[config.mk]
export PLATFORM = sky130hd
export DESIGN_NAME = lsu_ctrl_flat
export DESIGN_NICKNAME = d
export VERILOG_FILES = /design/src/rtl/lsu_pkg.sv /design/src/rtl/lsu_ctrl_if.sv /design/src/rtl/lsu_lane_align.sv /design/src/rtl/lsu_ctrl.sv /design/src/flat_wrapper.sv
export SDC_FILE = /design/constraint.sdc
export NUM_CORES = 1
export LEC_CHECK = 0
export ABC_AREA = 1
export CELL_PAD_IN_SITES_DETAIL_PLACEMENT = 1
export CELL_PAD_IN_SITES_GLOBAL_PLACEMENT = 2
export CORE_MARGIN = 2
export CORE_UTILIZATION = 24
export DETAILED_ROUTE_END_ITERATION = 12
export PLACE_DENSITY = 0.89
export SYNTH_ARGS = -nofsm -noshare
export SYNTH_HDL_FRONTEND = slang
export SYNTH_SLANG_ARGS = --single-unit
[constraint.sdc]
create_clock -name clk -period 3 [get_ports clk]
set_clock_uncertainty 0.1 [all_clocks]
set_input_delay 0.6 -clock clk [delete_from_list [all_inputs] [get_ports clk]]
set_output_delay 0.6 -clock clk [all_outputs]
set_load 0.1 [all_outputs]
[src/rtl/lsu_pkg.sv]
// lsu_pkg: shared types and helpers for the load/store controller.
//   XLEN        - datapath width (32)
//   lsu_size_e  - access size encoding; the unused code 3 is handled as a word
//   lsu_state_e - controller FSM states
//   is_word / is_misaligned - size and alignment decode helpers
package lsu_pkg;

  localparam int XLEN = 32;

  typedef enum logic [1:0] {
    SZ_BYTE = 2'd0,
    SZ_HALF = 2'd1,
    SZ_WORD = 2'd2
  } lsu_size_e;

  typedef enum logic [2:0] {
    IDLE  = 3'd0,
    READ  = 3'd1,
    DATA  = 3'd2,
    WRITE = 3'd3,
    ERR   = 3'd4
  } lsu_state_e;

  // Sizes 2 and 3 both behave as a full word access.
  function automatic logic is_word(input logic [1:0] size);
    return size[1];
  endfunction

  // Half needs addr[0]=0, word needs addr[1:0]=0; bytes are always aligned.
  function automatic logic is_misaligned(input logic [1:0] size, input logic [1:0] offset);
    logic mis;
    if (size[1]) begin
      mis = (offset != 2'd0);
    end else if (size == SZ_HALF) begin
      mis = offset[0];
    end else begin
      mis = 1'b0;
    end
    return mis;
  endfunction

endpackage

[src/rtl/lsu_ctrl_if.sv]
// lsu_ctrl_if: request/response and data-memory signals of the load/store
// controller.
//   slave  modport - seen by lsu_ctrl (takes requests and mem_rd, drives the rest)
//   master modport - seen by the CPU/memory environment
interface lsu_ctrl_if;
  import lsu_pkg::*;

  logic            req_valid;
  logic            req_ready;
  logic            req_we;
  logic [1:0]      req_size;
  logic            req_unsigned;
  logic [XLEN-1:0] req_addr;
  logic [XLEN-1:0] req_wdata;
  logic            rsp_valid;
  logic [XLEN-1:0] rsp_rdata;
  logic            rsp_err;
  logic [XLEN-1:0] mem_a;
  logic [XLEN-1:0] mem_wd;
  logic            mem_we;
  logic [XLEN-1:0] mem_rd;

  modport slave (
    input  req_valid, req_we, req_size, req_unsigned, req_addr, req_wdata, mem_rd,
    output req_ready, rsp_valid, rsp_rdata, rsp_err, mem_a, mem_wd, mem_we
  );

  modport master (
    output req_valid, req_we, req_size, req_unsigned, req_addr, req_wdata, mem_rd,
    input  req_ready, rsp_valid, rsp_rdata, rsp_err, mem_a, mem_wd, mem_we
  );

endinterface

[src/rtl/lsu_lane_align.sv]
// lsu_lane_align: combinational little-endian lane handling.
//   mem_rd     in  - word read from data memory
//   wdata      in  - right-aligned store data
//   size       in  - access size (3 treated as word)
//   offset     in  - addr[1:0]; halves use offset[1] only
//   uns        in  - 1 zero-extends loads, 0 sign-extends
//   load_data  out - extracted and extended load result
//   merge_data out - mem_rd with the addressed lane replaced by wdata
module lsu_lane_align
  import lsu_pkg::*;
(
  input  logic [XLEN-1:0] mem_rd,
  input  logic [XLEN-1:0] wdata,
  input  logic [1:0]      size,
  input  logic [1:0]      offset,
  input  logic            uns,
  output logic [XLEN-1:0] load_data,
  output logic [XLEN-1:0] merge_data
);

  logic [7:0]  byte_s;
  logic [15:0] half_s;

  // Select the addressed lane and extend it to a full word.
  always_comb begin
    byte_s = 8'h00;
    case (offset)
      2'd0:    byte_s = mem_rd[7:0];
      2'd1:    byte_s = mem_rd[15:8];
      2'd2:    byte_s = mem_rd[23:16];
      2'd3:    byte_s = mem_rd[31:24];
      default: byte_s = 8'h00;
    endcase
    half_s = offset[1] ? mem_rd[31:16] : mem_rd[15:0];
    load_data = mem_rd;
    case (size)
      SZ_BYTE: load_data = {{24{~uns & byte_s[7]}}, byte_s};
      SZ_HALF: load_data = {{16{~uns & half_s[15]}}, half_s};
      default: load_data = mem_rd;
    endcase
  end

  // Replace the addressed lane of the read word with the store data.
  always_comb begin
    merge_data = mem_rd;
    case (size)
      SZ_BYTE: begin
        case (offset)
          2'd0:    merge_data[7:0]   = wdata[7:0];
          2'd1:    merge_data[15:8]  = wdata[7:0];
          2'd2:    merge_data[23:16] = wdata[7:0];
          2'd3:    merge_data[31:24] = wdata[7:0];
          default: merge_data        = mem_rd;
        endcase
      end
      SZ_HALF: begin
        if (offset[1]) begin
          merge_data[31:16] = wdata[15:0];
        end else begin
          merge_data[15:0] = wdata[15:0];
        end
      end
      default: merge_data = wdata;
    endcase
  end

endmodule

[src/rtl/lsu_ctrl.sv]
// lsu_ctrl: sequences byte/half/word loads and stores onto a single-port,
// word-wide, synchronous-read data memory. Sub-word stores use
// read-modify-write. Every accepted request gets exactly one response.
//   clk   in - clock, rising edge
//   rst_n in - asynchronous active-low reset
//   bus      - lsu_ctrl_if.slave: req_* handshake, rsp_* completion, mem_* port
// Build option: define LSU_MISALIGN_CHECK_EN to reject misaligned half/word
// accesses through the ERR state (rsp_err=1, no memory access). Without it,
// misaligned accesses proceed to the aligned location and rsp_err is 0.
module lsu_ctrl
  import lsu_pkg::*;
(
  input  logic       clk,
  input  logic       rst_n,
  lsu_ctrl_if.slave  bus
);

  lsu_state_e      state_r;
  lsu_state_e      state_s;
  logic            we_r;
  logic [1:0]      size_r;
  logic            uns_r;
  logic [XLEN-1:0] addr_r;
  logic [XLEN-1:0] wdata_r;
  logic            accept_s;
  logic [XLEN-1:0] word_addr_s;
  logic [XLEN-1:0] load_s;
  logic [XLEN-1:0] merge_s;

  assign accept_s    = bus.req_valid & (state_r == IDLE);
  assign word_addr_s = {addr_r[XLEN-1:2], 2'b00};

  lsu_lane_align u_align (
    .mem_rd     (bus.mem_rd),
    .wdata      (wdata_r),
    .size       (size_r),
    .offset     (addr_r[1:0]),
    .uns        (uns_r),
    .load_data  (load_s),
    .merge_data (merge_s)
  );

  // FSM state register.
  always_ff @(posedge clk or negedge rst_n) begin
    if (!rst_n) begin
      state_r <= IDLE;
    end else begin
      state_r <= state_s;
    end
  end

  // Request latch: captured on accept, held until the response.
  always_ff @(posedge clk or negedge rst_n) begin
    if (!rst_n) begin
      we_r    <= 1'b0;
      size_r  <= 2'd0;
      uns_r   <= 1'b0;
      addr_r  <= {XLEN{1'b0}};
      wdata_r <= {XLEN{1'b0}};
    end else if (accept_s) begin
      we_r    <= bus.req_we;
      size_r  <= bus.req_size;
      uns_r   <= bus.req_unsigned;
      addr_r  <= bus.req_addr;
      wdata_r <= bus.req_wdata;
    end
  end

  // Next-state decode; full-word stores skip the read phase.
  always_comb begin
    state_s = state_r;
    case (state_r)
      IDLE: begin
        if (accept_s) begin
`ifdef LSU_MISALIGN_CHECK_EN
          if (is_misaligned(bus.req_size, bus.req_addr[1:0])) begin
            state_s = ERR;
          end else if (bus.req_we && is_word(bus.req_size)) begin
            state_s = WRITE;
          end else begin
            state_s = READ;
          end
`else
          if (bus.req_we && is_word(bus.req_size)) begin
            state_s = WRITE;
          end else begin
            state_s = READ;
          end
`endif
        end else begin
          state_s = IDLE;
        end
      end
      READ:    state_s = DATA;
      DATA:    state_s = IDLE;
      WRITE:   state_s = IDLE;
`ifdef LSU_MISALIGN_CHECK_EN
      ERR:     state_s = IDLE;
`endif
      default: state_s = IDLE;
    endcase
  end

  // Port decode from the state register and the latched request.
  always_comb begin
    bus.req_ready = 1'b0;
    bus.rsp_valid = 1'b0;
    bus.rsp_rdata = {XLEN{1'b0}};
    bus.rsp_err   = 1'b0;
    bus.mem_a     = {XLEN{1'b0}};
    bus.mem_wd    = {XLEN{1'b0}};
    bus.mem_we    = 1'b0;
    case (state_r)
      IDLE: begin
        bus.req_ready = 1'b1;
      end
      READ: begin
        bus.mem_a = word_addr_s;
      end
      DATA: begin
        // mem_rd holds the word presented during READ.
        bus.mem_a     = word_addr_s;
        bus.rsp_valid = 1'b1;
        if (we_r) begin
          bus.mem_we = 1'b1;
          bus.mem_wd = merge_s;
        end else begin
          bus.rsp_rdata = load_s;
        end
      end
      WRITE: begin
        bus.mem_a     = word_addr_s;
        bus.mem_we    = 1'b1;
        bus.mem_wd    = wdata_r;
        bus.rsp_valid = 1'b1;
      end
`ifdef LSU_MISALIGN_CHECK_EN
      ERR: begin
        bus.rsp_valid = 1'b1;
        bus.rsp_err   = 1'b1;
      end
`endif
      default: begin
        bus.req_ready = 1'b0;
      end
    endcase
  end

endmodule

[src/flat_wrapper.sv]
// flat-port wrapper written by rule: the top's interface ports become plain ports
module lsu_ctrl_flat import lsu_pkg::*;
  (clk, rst_n, bus_req_valid, bus_req_we, bus_req_size, bus_req_unsigned, bus_req_addr, bus_req_wdata, bus_mem_rd, bus_req_ready, bus_rsp_valid, bus_rsp_rdata, bus_rsp_err, bus_mem_a, bus_mem_wd, bus_mem_we);
  lsu_ctrl_if bus_i ();
  input  logic clk;
  input  logic rst_n;
  input wire logic [$bits(bus_i.req_valid)-1:0] bus_req_valid;
  input wire logic [$bits(bus_i.req_we)-1:0] bus_req_we;
  input wire logic [$bits(bus_i.req_size)-1:0] bus_req_size;
  input wire logic [$bits(bus_i.req_unsigned)-1:0] bus_req_unsigned;
  input wire logic [$bits(bus_i.req_addr)-1:0] bus_req_addr;
  input wire logic [$bits(bus_i.req_wdata)-1:0] bus_req_wdata;
  input wire logic [$bits(bus_i.mem_rd)-1:0] bus_mem_rd;
  output wire logic [$bits(bus_i.req_ready)-1:0] bus_req_ready;
  output wire logic [$bits(bus_i.rsp_valid)-1:0] bus_rsp_valid;
  output wire logic [$bits(bus_i.rsp_rdata)-1:0] bus_rsp_rdata;
  output wire logic [$bits(bus_i.rsp_err)-1:0] bus_rsp_err;
  output wire logic [$bits(bus_i.mem_a)-1:0] bus_mem_a;
  output wire logic [$bits(bus_i.mem_wd)-1:0] bus_mem_wd;
  output wire logic [$bits(bus_i.mem_we)-1:0] bus_mem_we;
  assign bus_i.req_valid = bus_req_valid;
  assign bus_i.req_we = bus_req_we;
  assign bus_i.req_size = bus_req_size;
  assign bus_i.req_unsigned = bus_req_unsigned;
  assign bus_i.req_addr = bus_req_addr;
  assign bus_i.req_wdata = bus_req_wdata;
  assign bus_i.mem_rd = bus_mem_rd;
  assign bus_req_ready = bus_i.req_ready;
  assign bus_rsp_valid = bus_i.rsp_valid;
  assign bus_rsp_rdata = bus_i.rsp_rdata;
  assign bus_rsp_err = bus_i.rsp_err;
  assign bus_mem_a = bus_i.mem_a;
  assign bus_mem_wd = bus_i.mem_wd;
  assign bus_mem_we = bus_i.mem_we;
  lsu_ctrl u_core (.clk(clk), .rst_n(rst_n), .bus(bus_i));
endmodule
# --- Word level (Yosys, flattened, before mapping) ---
# Cells that the tools add are included.
totals:
  ff_bits: 70
  latchBits: 0
  ramBits: 0
  mem_bits_ro: 0
  out_inout_bits: 100
  wordCells: 45
  n_memories: 0
classes:
  add_sub_neg: 0
  mul: 0
  div_mod_pow: 0
  n_lt_le_gt_ge: 0
  n_eq_ne: 7
  shifts: 0
  n_mux: 22
  bitwise: 4
  n_reduce_logical: 6
ops:
  columns: ["operator", "count"]
  rows:
  - ["case mux 32 bit (2 select lines)", 3]
  - ["2-to-1 mux 32 bit", 4]
  - ["2-to-1 mux 16 bit", 3]
  - ["2-to-1 mux 8 bit", 4]
  - ["case mux 8 bit (4 select lines)", 1]
  - ["== test 2 bit, second input constant", 4]
  - ["== test 2 x 1 -> 1 bit, second input constant", 3]
  - ["logical NOT 2 bit", 2]
  - ["2-to-1 mux 2 bit", 2]
  - ["case mux 2 bit (2 select lines)", 1]
  - ["bitwise AND 1 bit", 3]
  - ["logical NOT 3 bit", 1]
  - ["2-to-1 mux 1 bit", 3]
  - ["OR reduction 3 bit", 1]
  - ["case mux 1 bit (2 select lines)", 1]
  - ["OR reduction 2 bit", 1]
  - ["logical AND 1 bit", 1]
  - ["NOT 1 bit", 1]

# --- Logic depth before layout (Yosys ltp) ---
# Gate-level depths: netlist (run 1).
logic_depth:
  ltp_word: 6
  depth_mapped: 8
  depth_no_buf: 8

# --- Hierarchy ---
# From an unflattened synthesis (run 1), not the netlist that was laid out.
hier_totals:
  cells_unflattened: 893
  hier_area_um2: 5502.8
by_module_without_submodules:
  columns: ["mod", "instances", "cells_per_inst", "area_each_um2", "seq_area_each_um2"]
  rows:
  - ["lsu_ctrl", 1, 557, 3831.2, 1751.7]
  - ["lsu_lane_align", 1, 336, 1671.6, 0.0]

# --- Worst setup path after synthesis (run 1) ---
# OpenSTA, ideal clock, no wires.
synth_path:
  path_kind: "reg2out"
  from: "register u_core.state_r[1]"
  to: "output bus_mem_wd[0]"
  t_arrival_ps: 2657
  t_required_ps: 2300
  slack_ps: -357
  stages_incl_launch_ff: 3
  path_buffers: 0
  cell_sequence: "dfrtp_1 > nand2_1 > o21ai_0"
synth_via:
  elab_chain_len: 2
  elab_cells_between_ends: 3
synth_rtl:
  columns: ["element", "line_no", "text"]
  rows:
  - ["start: declaration", "lsu_ctrl.sv:18", "lsu_state_e state_r;"]
  - ["start signal: assignment", "lsu_ctrl.sv:48", "state_r <= state_s;"]
  - ["== test 2 bit", "lsu_ctrl.sv:113", "case (state_r)"]
  - ["case mux 32 bit (2 select lines) (*)", "lsu_ctrl.sv:113", null]
  - ["end: declaration", "flat_wrapper.sv:19", "output wire logic [$bits(bus_i.mem_wd)-1:0] bus_mem_wd;"]
# Every way passes the cells marked *; elsewhere a longest branch is shown, timed or not.

# --- Final worst setup path (run 1) ---
layout_path:
  from: "register u_core.addr_r[1]"
  to: "output bus_mem_wd[14]"
layout_via:
  elab_chain_len: 5
  elab_cells_between_ends: 6
layout_rtl:
  columns: ["element", "line_no", "text"]
  rows:
  - ["start: declaration", "lsu_ctrl.sv:23", "logic [XLEN-1:0] addr_r;"]
  - ["start signal: assignment", "lsu_ctrl.sv:58", "addr_r <= {XLEN{1'b0}};"]
  - ["start signal: assignment", "lsu_ctrl.sv:64", "addr_r <= bus.req_addr;"]
  - ["== test 2 x 1 -> 1 bit", "lsu_lane_align.sv:48", "case (offset)"]
  - ["2-to-1 mux 8 bit", "lsu_lane_align.sv:48", null]
  - ["case mux 32 bit (2 select lines) (*)", "lsu_lane_align.sv:46", "case (size)"]
  - ["2-to-1 mux 32 bit (*)", "lsu_ctrl.sv:124", "if (we_r) begin"]
  - ["case mux 32 bit (2 select lines) (*)", "lsu_ctrl.sv:113", null]
# Marks and branches as above.

==> results of run 1 <==
==> cell usage in the layout, fill, tap and decap left out, types with 21 or more instances in the layout <==
cell type / netlist / layout
nor2_1: 35 / 33
inv_1: 86 / 85
o211ai_1: 45 / 45
nand3_1: 57 / 57
buf_4: 7 / 21
a21oi_2: 21 / 30
clkdlybuf4s50_1: 0 / 101
o21ai_0: 92 / 92
nand2_1: 329 / 328
buf_12: 0 / 96
dfrtp_1: 70 / 69
==> worst max-delay path, cell delays in order (launching register included) <==
cell and delay (ns):
dfrtp_2 0.48, inv_1 0.28, nand2_1 0.22, inv_1 0.24
nand2_1 0.08, nand3_1 0.09, nand3_1 0.11, nand2_1 0.08
nand2_1 0.10, buf_12 0.18
==> cell families (layout without fill, tap and decap cells) <==
logic type      count (synthesis)  count (layout)  share of synthesized area [%]
other cells                     1               3                        0.07040
compound gates                192             192                          22.13
flops                          70              70                          32.89
buf+inv                       148             327                          12.43
simple gates                  430             431                          32.49
==> path summary, 6_finish.rpt <==
| kind | cells after the start | endpoint | slack, ns | from |
|---|---|---|---|---|
| worst min-delay path | 1 | u_core.addr_r[23]$_DFFE_PN0P_ | 0.14 | rst_n |
| worst min register to register | 2 | u_core.wdata_r[25]$_DFFE_PN0P_ | 0.40 | u_core.wdata_r[25]$_DFFE_PN0P_ |
| max in group asynchronous | 2 | u_core.addr_r[8]$_DFFE_PN0P_ | 1.97 | rst_n |
| worst max-delay path | 9 | bus_mem_wd[14] | 0.11 | u_core.addr_r[1]$_DFFE_PN0P_ |
| worst max register to register | 6 | u_core.addr_r[0]$_DFFE_PN0P_ | 1.22 | u_core.state_r[1]$_DFF_PN0_ |
| min in group clk | 2 | u_core.wdata_r[25]$_DFFE_PN0P_ | 0.40 | u_core.wdata_r[25]$_DFFE_PN0P_ |
==> through the flow <==
step,cells,cell area (um^2)
floorplan,843,5370
global placement,1286,8512
detailed placement,1286,8512
CTS,1302,8811
global route,1303,8836
finish,1303,8836
==> synth_stat cells <==
master	n
inv_1	86
buf_2	22
dfrtp_1	70
o22ai_1	4
a21boi_0	1
nand3_1	57
o211ai_4	1
nor2_4	1
nor2_2	4
nand3_2	1
a21oi_2	21
inv_2	5
nand2_2	1
o21ai_1	3
nor2_1	35
o21ai_0	92
nand2_1	329
buf_4	7
o21bai_1	1
nand4_1	1
o211ai_1	45
conb_1	1
nor2_8	1
buf_6	7
clkbuf_1	21
a21oi_1	24
==> area by class of cell <==
cell class	count	area (um^2)
Clock buffer	9	225.2
Tap cell	280	350.3
Inverter	91	347.8
Timing Repair Buffer	220	3113
Multi-Input combinational cell	626	2973
Fill cell	2649	12990
Clock inverter	7	73.82
Sequential cell	70	1753
==> flip-flops by register name, indices dropped and copies added, names as in the netlist <==
name / cells
u_core.we_r: 1
u_core.uns_r: 1
u_core.addr_r: 32
u_core.state_r: 2
u_core.wdata_r: 32
u_core.size_r: 2
==> power breakdown <==
group          internal (mW)  switching (mW)
clock                  0.647           0.445
sequential              1.25           0.251
combinational           1.68            3.68
==> metal layers <==
layer	vias up	global-route usage, %	wire (um)
met1	2889	25.44	10010
met4	2	4.101	228
met3	13	6.436	2062
met2	209	30.07	10220
li1	3051	-	-
met5	-	0	11
==> what timing repair did <==
item	in CTS	in global routing
hold buffers	0	0
gates resized for setup	0	7
setup endpoints to repair	0	29
hold endpoints to repair	0	0
==> results.py, run 1 <==
metrics = {
    "outcome": {
        "status": "completed",
    },
    "timing": {
        "setup_slack_ns": 0.1080,
        "finalMaxSlewViolations": 0,
        "max_slew_margin_pct": 48.61,
        "fin_setup_tns_ns": 0,
        "min_period_ns": 2.892,
        "fmax_mhz": 345.8,
        "hold_viol_final": 0,
        "hold_ws_ns": 0.1440,
        "worst_slew_pin_slew_ns": 0.7700,
        "post-route-period-util_pct": 96.40,
        "rsz0062_at_grt": "no",
        "setup_viol": 0,
    },
    "finish": {
        "n_antenna_cell": 0,
        "area_growth_pct": 65.89,
        "utilization_pct": 40.49,
        "drive_above_1_share_pct": 18.08,
        "nets": 1121,
    },
    "critical_path": {
        "cp.arrival_ns": 2.19,
        "path_class": "reg2out",
        "cp_max_fo": 9,
        "crit_required_ns": 2.30,
        "cp-start-kind": "flip-flop",
        "critPathCaptureType": "output pin",
    },
    "logic_synthesis": {
        "syn_area_per_cell_um2": 6.333,
        "ys_warn_count": 0,
        "synth_top_area_share_pct": 32.89,
        "ys_ff_latch": 70,
        "syn_inst": 841,
        "seq_area_frac_synth_pct": 32.89,
        "netlist-cell-type-count": 26,
        "yosys-top-cells-area": "dfrtp_1, nand2_1, o21ai_0",
        "synth_area_mm2": 0.005326,
        "synth_top_cell_by_area": "dfrtp_1",
    },
    "placement": {
        "dp.final_hpwl_um": 17640,
        "place_ws_ns": 0.1213,
        "io_buffers": 199,
        "place.gp.congestion": 0.8552,
    },
    "route": {
        "first_iter_violations": 322,
        "wl_um": 22530,
        "num_vias": 6164,
        "ant_nets": 0,
        "firstDrtPassIters": 4,
        "drc_errors": 0,
        "post_drt_wl_per_cell_um": 17.29,
        "via_per_inst": 4.731,
    },
    "power_and_ir_drop": {
        "fin_total_pwr_mw": 7.950,
        "peakVddDrop_mv": 0.5020,
        "p_leak_nw": 3.970,
        "p_per_area_mw_per_mm2": 899.7,
    },
    "job": {
        "max-cap-violations": 0,
    },
    "worst_hold_path": {
        "worstHoldPathType": "in2async",
    },
    "die": {
        "dieWidth_um": 153.0,
        "pin_count": 203,
        "start_util_pct": 24.41,
        "num_rows": 54,
        "die_y_um": 153.0,
        "core-area_mm2": 0.02182,
        "die_area_mm2": 0.02340,
    },
    "global_routing": {
        "grt_pass1_vias": 6267,
        "antenna_found_initial": 1,
        "grt_max_degree": 79,
        "grt_pass1_wl_um": 35780,
        "grt-ovfl-total": 0,
        "grt_use_total_pct": 19.07,
    },
    "clock_network": {
        "cts_buffer_depth": 2,
        "clock_latency_ns": 0.33,
        "cts_tree": "done",
        "root_buffer": "clkbuf_16",
        "htree_levels": 3,
        "cts_sinks": 70,
        "numCtsBuffers": 9,
        "clkTransAtPathRegs_ns": 0.06,
        "cts_setup_buffers": 0,
    },
}
No activity file was read; power rests on OpenSTA's default activity.
==> run 2, diff against run 1 <==
--- a/config.mk
+++ b/config.mk
@@ -11,7 +11,7 @@
 export CORE_MARGIN = 2
 export CORE_UTILIZATION = 24
 export DETAILED_ROUTE_END_ITERATION = 12
-export PLACE_DENSITY = 0.89
+export PLACE_DENSITY_LB_ADDON = 0.1
 export SYNTH_ARGS = -nofsm -noshare
 export SYNTH_HDL_FRONTEND = slang
 export SYNTH_SLANG_ARGS = --single-unit
==> run 2 against run 1 <==
Effect of this change: via count shrank 1.5%; count of clock-buffer cells in the layout grew 2; worst setup slack gained 0.037 ns; worst hold slack gained 0.054 ns; final area grew 0.92%.
==> results.py, run 2 (synthesis gave the netlist of run 1 again) <==
metrics = {
    "power_and_ir_drop": {
        "fin_total_pwr_mw": 8.034,
        "p_per_area_mw_per_mm2": 901.0,
        "p_leak_nw": 4.023,
        "peakVddDrop_mv": 0.3708,
    },
    "timing": {
        "fin_setup_tns_ns": 0,
        "setup_slack_ns": 0.1450,
        "rsz0062_at_grt": "no",
        "fmax_mhz": 350.3,
        "setup_viol": 0,
        "min_period_ns": 2.855,
        "worst_slew_pin_slew_ns": 0.7214,
        "finalMaxSlewViolations": 0,
        "hold_ws_ns": 0.1975,
        "hold_viol_final": 0,
        "max_slew_margin_pct": 51.68,
        "post-route-period-util_pct": 95.17,
    },
    "placement": {
        "place_ws_ns": 0.1337,
        "io_buffers": 199,
        "dp.final_hpwl_um": 17790,
        "place.gp.congestion": 0.8352,
    },
    "die": {
        "die_y_um": 153.0,
        "dieWidth_um": 153.0,
        "start_util_pct": 24.41,
        "die_area_mm2": 0.02340,
        "pin_count": 203,
        "num_rows": 54,
        "core-area_mm2": 0.02182,
    },
    "critical_path": {
        "r2r-end": "u_core.wdata_r[3]$_DFFE_PN0P_",
        "endpoint": "bus_rsp_rdata[22]",
        "cp.arrival_ns": 2.15,
        "reg2reg_from": "u_core.state_r[1]$_DFF_PN0_",
        "crit_required_ns": 2.30,
        "crit_start": "bus_mem_rd[31]",
        "reg2reg_depth": 6,
        "critPathCaptureType": "output pin",
        "rrSetupSlack_ns": 1.33,
        "cp-start-kind": "input port",
        "path_class": "in2out",
        "cp_max_fo": 16,
    },
    "clock_network": {
        "holdBufCountCts": 0,
        "numCtsBuffers": 9,
        "clock_latency_ns": 0.34,
        "htree_levels": 3,
        "cts_tree": "done",
        "cts_sinks": 70,
        "root_buffer": "clkbuf_16",
        "clkTransAtPathRegs_ns": 0.07,
        "cts_buffer_depth": 2,
    },
    "route": {
        "firstDrtPassIters": 4,
        "ant_nets": 0,
        "num_vias": 6070,
        "post_drt_wl_per_cell_um": 17.45,
        "first_iter_violations": 163,
        "via_per_inst": 4.627,
        "wl_um": 22890,
        "drc_errors": 0,
    },
    "finish": {
        "n_antenna_cell": 0,
        "final_common_cell": "nand2_1",
        "nets": 1130,
        "final_cell_mix": "nand2_1, clkdlybuf4s50_1, buf_12",
        "drive_above_1_share_pct": 18.51,
        "area_growth_pct": 67.42,
        "reg_top3": "u_core.addr_r: 32 flops, u_core.wdata_r: 32 flops",
    },
    "outcome": {
        "status": "completed",
    },
    "global_routing": {
        "grt-ovfl-total": 0,
        "grt_max_degree": 66,
        "antenna_found_initial": 0,
        "grt_use_total_pct": 19.30,
        "grt_pass1_wl_um": 35650,
        "grt_pass1_vias": 6180,
    },
    "job": {
        "max-cap-violations": 0,
    },
    "worst_hold_path": {
        "worstHoldPathType": "in2async",
    },
}
[run 2: changes by cell type in the layout (fill, tap and decap cells not counted), sizes merged]
cell and delta:
buf +9, clkinv -2, clkbuf +2
[run 2: what timing repair did]
item / 4_1_cts / 5_1_grt
setup endpoints to repair: 0 / 27
hold endpoints to repair: 0 / 0
setup buffers: 0 / 3
resized for setup: 0 / 2
[run 2: worst min path at each step]
stage,startpoint,end,slack (ns),cells after the start
6_report,rst_n,u_core.wdata_r[24]$_DFFE_PN0P_,0.20,1
3_5_place_dp,u_core.wdata_r[18]$_DFFE_PN0P_,u_core.wdata_r[18]$_DFFE_PN0P_,0.39,2
4_1_cts,rst_n,u_core.addr_r[31]$_DFFE_PN0P_,0.22,1
3_3_place_gp,u_core.wdata_r[22]$_DFFE_PN0P_,u_core.wdata_r[22]$_DFFE_PN0P_,0.38,2
2_1_floorplan,rst_n,u_core.addr_r[0]$_DFFE_PN0P_,0.20,0
5_1_grt,rst_n,u_core.wdata_r[24]$_DFFE_PN0P_,0.24,1
[run 2: critical path: stages]
cell	delay, ns
clkdlybuf4s50_1	0.56
nand2_1	0.07
nand3_1	0.15
o211ai_4	0.27
a21oi_2	0.30
buf_12	0.20
[run 2: stage by stage]
stage	area, um^2	util [%]	std cells
floorplan	5370	-	843
global placement	8582	39.32	1292
detailed placement	8582	39.32	1292
CTS	8884	40.71	1308
global route	8917	40.86	1312
finish	8917	40.86	1312
[run 2: area by class of cell]
class                   instances  area [um^2]
well taps                     280        350.3
multi-input cells             626         2968
fillers                      2663        12910
repair buffers                229         3202
flip-flops and latches         70         1754
clock buffers                  11        242.7
clock inverters                 5        58.81
inverters                      91        341.6
[run 2: routing by layer]
metal / up-vias / wire length, um / track usage (%)
li1: 3070 / - / -
met1: 2813 / 11030 / 26.68
met2: 170 / 9948 / 29.81
met3: 17 / 1580 / 5.500
met4: 0 / 338 / 4.674
met5: - / 0 / 0
[run 2: power by group]
group | leakage [nW] | total (mW) | switching (mW) | internal (mW)
clock | 0.142 | 1.11 | 0.447 | 0.667
combinational | 3.02 | 5.40 | 3.69 | 1.72
sequential | 0.862 | 1.52 | 0.266 | 1.25
total | 4.02 | 8.03 | 4.40 | 3.64
==> run 3, diff against run 2 <==
--- a/config.mk
+++ b/config.mk
@@ -5,11 +5,11 @@
 export SDC_FILE = /design/constraint.sdc
 export NUM_CORES = 1
 export LEC_CHECK = 0
-export ABC_AREA = 1
+export CAP_MARGIN = 25
 export CELL_PAD_IN_SITES_DETAIL_PLACEMENT = 1
 export CELL_PAD_IN_SITES_GLOBAL_PLACEMENT = 2
 export CORE_MARGIN = 2
-export CORE_UTILIZATION = 24
+export CORE_UTILIZATION = 26
 export DETAILED_ROUTE_END_ITERATION = 12
 export PLACE_DENSITY_LB_ADDON = 0.1
 export SYNTH_ARGS = -nofsm -noshare
==> run 3 against run 2 <==
Effect of this change: critical path depth grew 1; maximum frequency shrank 2.7%; final area shrank 4.8%; count of clock-buffer cells in the layout is the same; sequential share of layout area grew 1.0 points; synthesized cell count shrank 38%; combinational power shrank 14%; routed wire length shrank 11%; critical endpoint is now bus_rsp_rdata[26]; largest cell class unchanged; largest power group unchanged.
==> results.py, run 3 <==
metrics = {
    "logic_synthesis": {
        "syn_inst": 524,
        "ys_ff_latch": 70,
        "synth_top_area_share_pct": 36.90,
        "synth_top_family_by_area": "multiplexers",
        "synthFlopType": "dfrtp_1",
        "synth_top_cell_by_area": "dfrtp_1",
        "netlist-cell-type-count": 51,
        "synth_edf_count": 0,
        "yosys-top-cells-area": "dfrtp_1, mux2_2, nand2_1",
        "yosysMostFrequentCell": "nand2_1",
        "synth-simple-area-share_pct": 17.47,
        "ys_warn_count": 0,
        "syn_area_per_cell_um2": 9.059,
        "synthArstFlopShare_pct": 100.0,
        "synthAdderAreaFrac_pct": 0,
        "seq_area_frac_synth_pct": 36.90,
        "synthMuxAreaShare_pct": 20.40,
        "synth-compound-area-share_pct": 19.32,
        "synth_xor_area_share_pct": 0,
        "synth_area_mm2": 0.004747,
        "synth_commonest_cells": "nand2_1, mux2_2, dfrtp_1",
    },
    "die": {
        "start_util_pct": 26.43,
        "pin_count": 203,
        "die_y_um": 139.1,
        "num_rows": 49,
        "core-area_mm2": 0.01796,
        "die_area_mm2": 0.01935,
        "dieWidth_um": 139.1,
    },
    "critical_path": {
        "path_class": "in2out",
        "r2r-end": "u_core.addr_r[5]$_DFFE_PN0P_",
        "cp.arrival_ns": 2.23,
        "cp_slowest_cell": "mux4_2",
        "cp_max_fo": 8,
        "reg2reg_from": "u_core.state_r[1]$_DFF_PN0_",
        "path_cells": "dlygate4sd2_1, mux4_2, and2_4, o21ai_4, buf_16, nand2_1, buf_12",
        "critPathCaptureType": "output pin",
        "critical-path-max-stage-delay_ns": 0.49,
        "reg2reg_depth": 6,
        "rrSetupSlack_ns": 0.69,
        "cp-start-kind": "input port",
        "crit_required_ns": 2.30,
    },
    "finish": {
        "area_growth_pct": 78.76,
        "final_cell_mix": "clkdlybuf4s50_1, buf_12, nand2_1",
        "nets": 839,
        "n_antenna_cell": 0,
        "final_common_cell": "clkdlybuf4s50_1",
        "drive_above_1_share_pct": 39.19,
        "reg_top3": "u_core.addr_r: 32 flops, u_core.wdata_r: 32 flops",
    },
    "placement": {
        "dp.final_hpwl_um": 15890,
        "io_buffers": 199,
        "place.gp.congestion": 0.8387,
        "place_ws_ns": -0.1056,
    },
    "route": {
        "firstDrtPassIters": 4,
        "via_per_inst": 5.087,
        "post_drt_wl_per_cell_um": 20.97,
        "first_iter_violations": 219,
        "ant_nets": 0,
        "drc_errors": 0,
        "wl_um": 20320,
        "num_vias": 4929,
    },
    "clock_network": {
        "root_buffer": "clkbuf_16",
        "cts_setup_buffers": 0,
        "clkTransAtPathRegs_ns": 0.06,
        "holdBufCountCts": 0,
        "numCtsBuffers": 9,
        "cts_buffer_depth": 2,
        "htree_levels": 3,
        "cts_sinks": 70,
        "clock_latency_ns": 0.33,
        "cts_tree": "done",
    },
    "timing": {
        "setup_viol": 0,
        "setup_slack_ns": 0.06717,
        "rsz0062_at_grt": "no",
        "hold_viol_final": 0,
        "fmax_mhz": 341.0,
        "hold_ws_ns": 0.1882,
        "min_period_ns": 2.933,
        "post-route-period-util_pct": 97.76,
        "finalMaxSlewViolations": 0,
    },
    "outcome": {
        "status": "completed",
    },
    "worst_hold_path": {
        "worstHoldPathType": "in2async",
    },
    "power_and_ir_drop": {
        "p_leak_nw": 3.509,
        "p_per_area_mw_per_mm2": 841.7,
        "peakVddDrop_mv": 0.4590,
    },
    "global_routing": {
        "use_met2_pct": 35.60,
        "grt_busiest_layer": "met2",
        "grt_pass1_vias": 5472,
        "use_met3_pct": 5.421,
        "grtUsageMet1_pct": 26.54,
        "grt_use_total_pct": 20.96,
        "antenna_found_initial": 0,
        "grt-ovfl-total": 0,
        "grt_max_degree": 73,
        "grt_pass1_wl_um": 31750,
    },
    "job": {
        "max-cap-violations": 0,
    },
}
[run 3: changes by cell type in the layout (fill, tap and decap cells not counted), moves of 23 or more]
cell and delta:
inv_1 -74, nand3_1 -50, nand2_1 -250, o21ai_0 -75
buf_4 +27, o211ai_1 -42, nor2b_1 +23, mux2_2 +76
[run 3: kinds of logic after synthesis]
kind of cell           Yosys count
AO/OA/AOI/OAI                  134
buffers and inverters           60
flip-flops                      70
AND/OR/NAND/NOR                173
other                            1
multiplexers                    86
[run 3: through the flow]
| stage | util [%] | TNS (ns) | cell area [um^2] | std cells | total power [mW] |
|---|---|---|---|---|---|
| after floorplan | - | -7.714 | 4925 | 526 | 4.522 |
| after global placement | 45.38 | -0.7055 | 8152 | 953 | 6.108 |
| after detailed placement | 45.38 | -1.948 | 8152 | 953 | 6.182 |
| after CTS | 47.07 | 0 | 8456 | 969 | 7.185 |
| after global routing | 47.24 | 0 | 8486 | 969 | 7.459 |
| final | 47.24 | 0 | 8486 | 969 | 7.143 |
[run 3: cell type report]
cell class,count,area (um^2)
Fill cell,1982,9478
Timing Repair Buffer,246,3192
Multi-Input combinational cell,396,2947
Sequential cell,70,1754
Tap cell,229,286.5
Clock buffer,11,232.7
Inverter,13,48.80
Clock inverter,4,25.02
[run 3: repair_timing]
action / CTS / global route
resized for setup: 16 / 6
gates cloned: 1 / 0
endpoints found under the setup margin: 26 / 11
pin swaps: 2 / 0
[run 3: worst max-delay path: cells and delay by family]
family | cells | cell delay (ns)
AOI/OAI and AO/OA | 1 | 0.26
and+or+nand+nor | 2 | 0.26
buffers and inverters | 3 | 0.62
muxes | 1 | 0.49
[run 3: report_power, final]
group	total, mW	switching (mW)	leakage (nW)	internal (mW)
Combinational	4.65	2.95	2.57	1.70
Clock	0.970	0.417	0.121	0.553
Sequential	1.52	0.298	0.818	1.23
Total	7.14	3.67	3.51	3.48
[run 3: worst max-delay path by stage]
stage / from / end / slack [ns]
after global placement: bus_mem_rd[11] / bus_rsp_rdata[3] / -0.04
final: bus_mem_rd[23] / bus_rsp_rdata[26] / 0.07
after global routing: bus_mem_rd[14] / bus_rsp_rdata[14] / 0.002
after CTS: u_core.size_r[0]$_DFFE_PN0P_ / bus_mem_wd[26] / 0.07
after floorplan: u_core.we_r$_DFFE_PN0P_ / bus_rsp_rdata[3] / -0.41
after detailed placement: bus_mem_rd[23] / bus_rsp_rdata[21] / -0.11
[run 3: routing by layer]
metal | share of wire [%] | vias up
met1 | 43 | 2435
met2 | 48 | 184
li1 | - | 2288
met5 | 0 | -
met4 | 1.7 | 0
met3 | 6.5 | 22
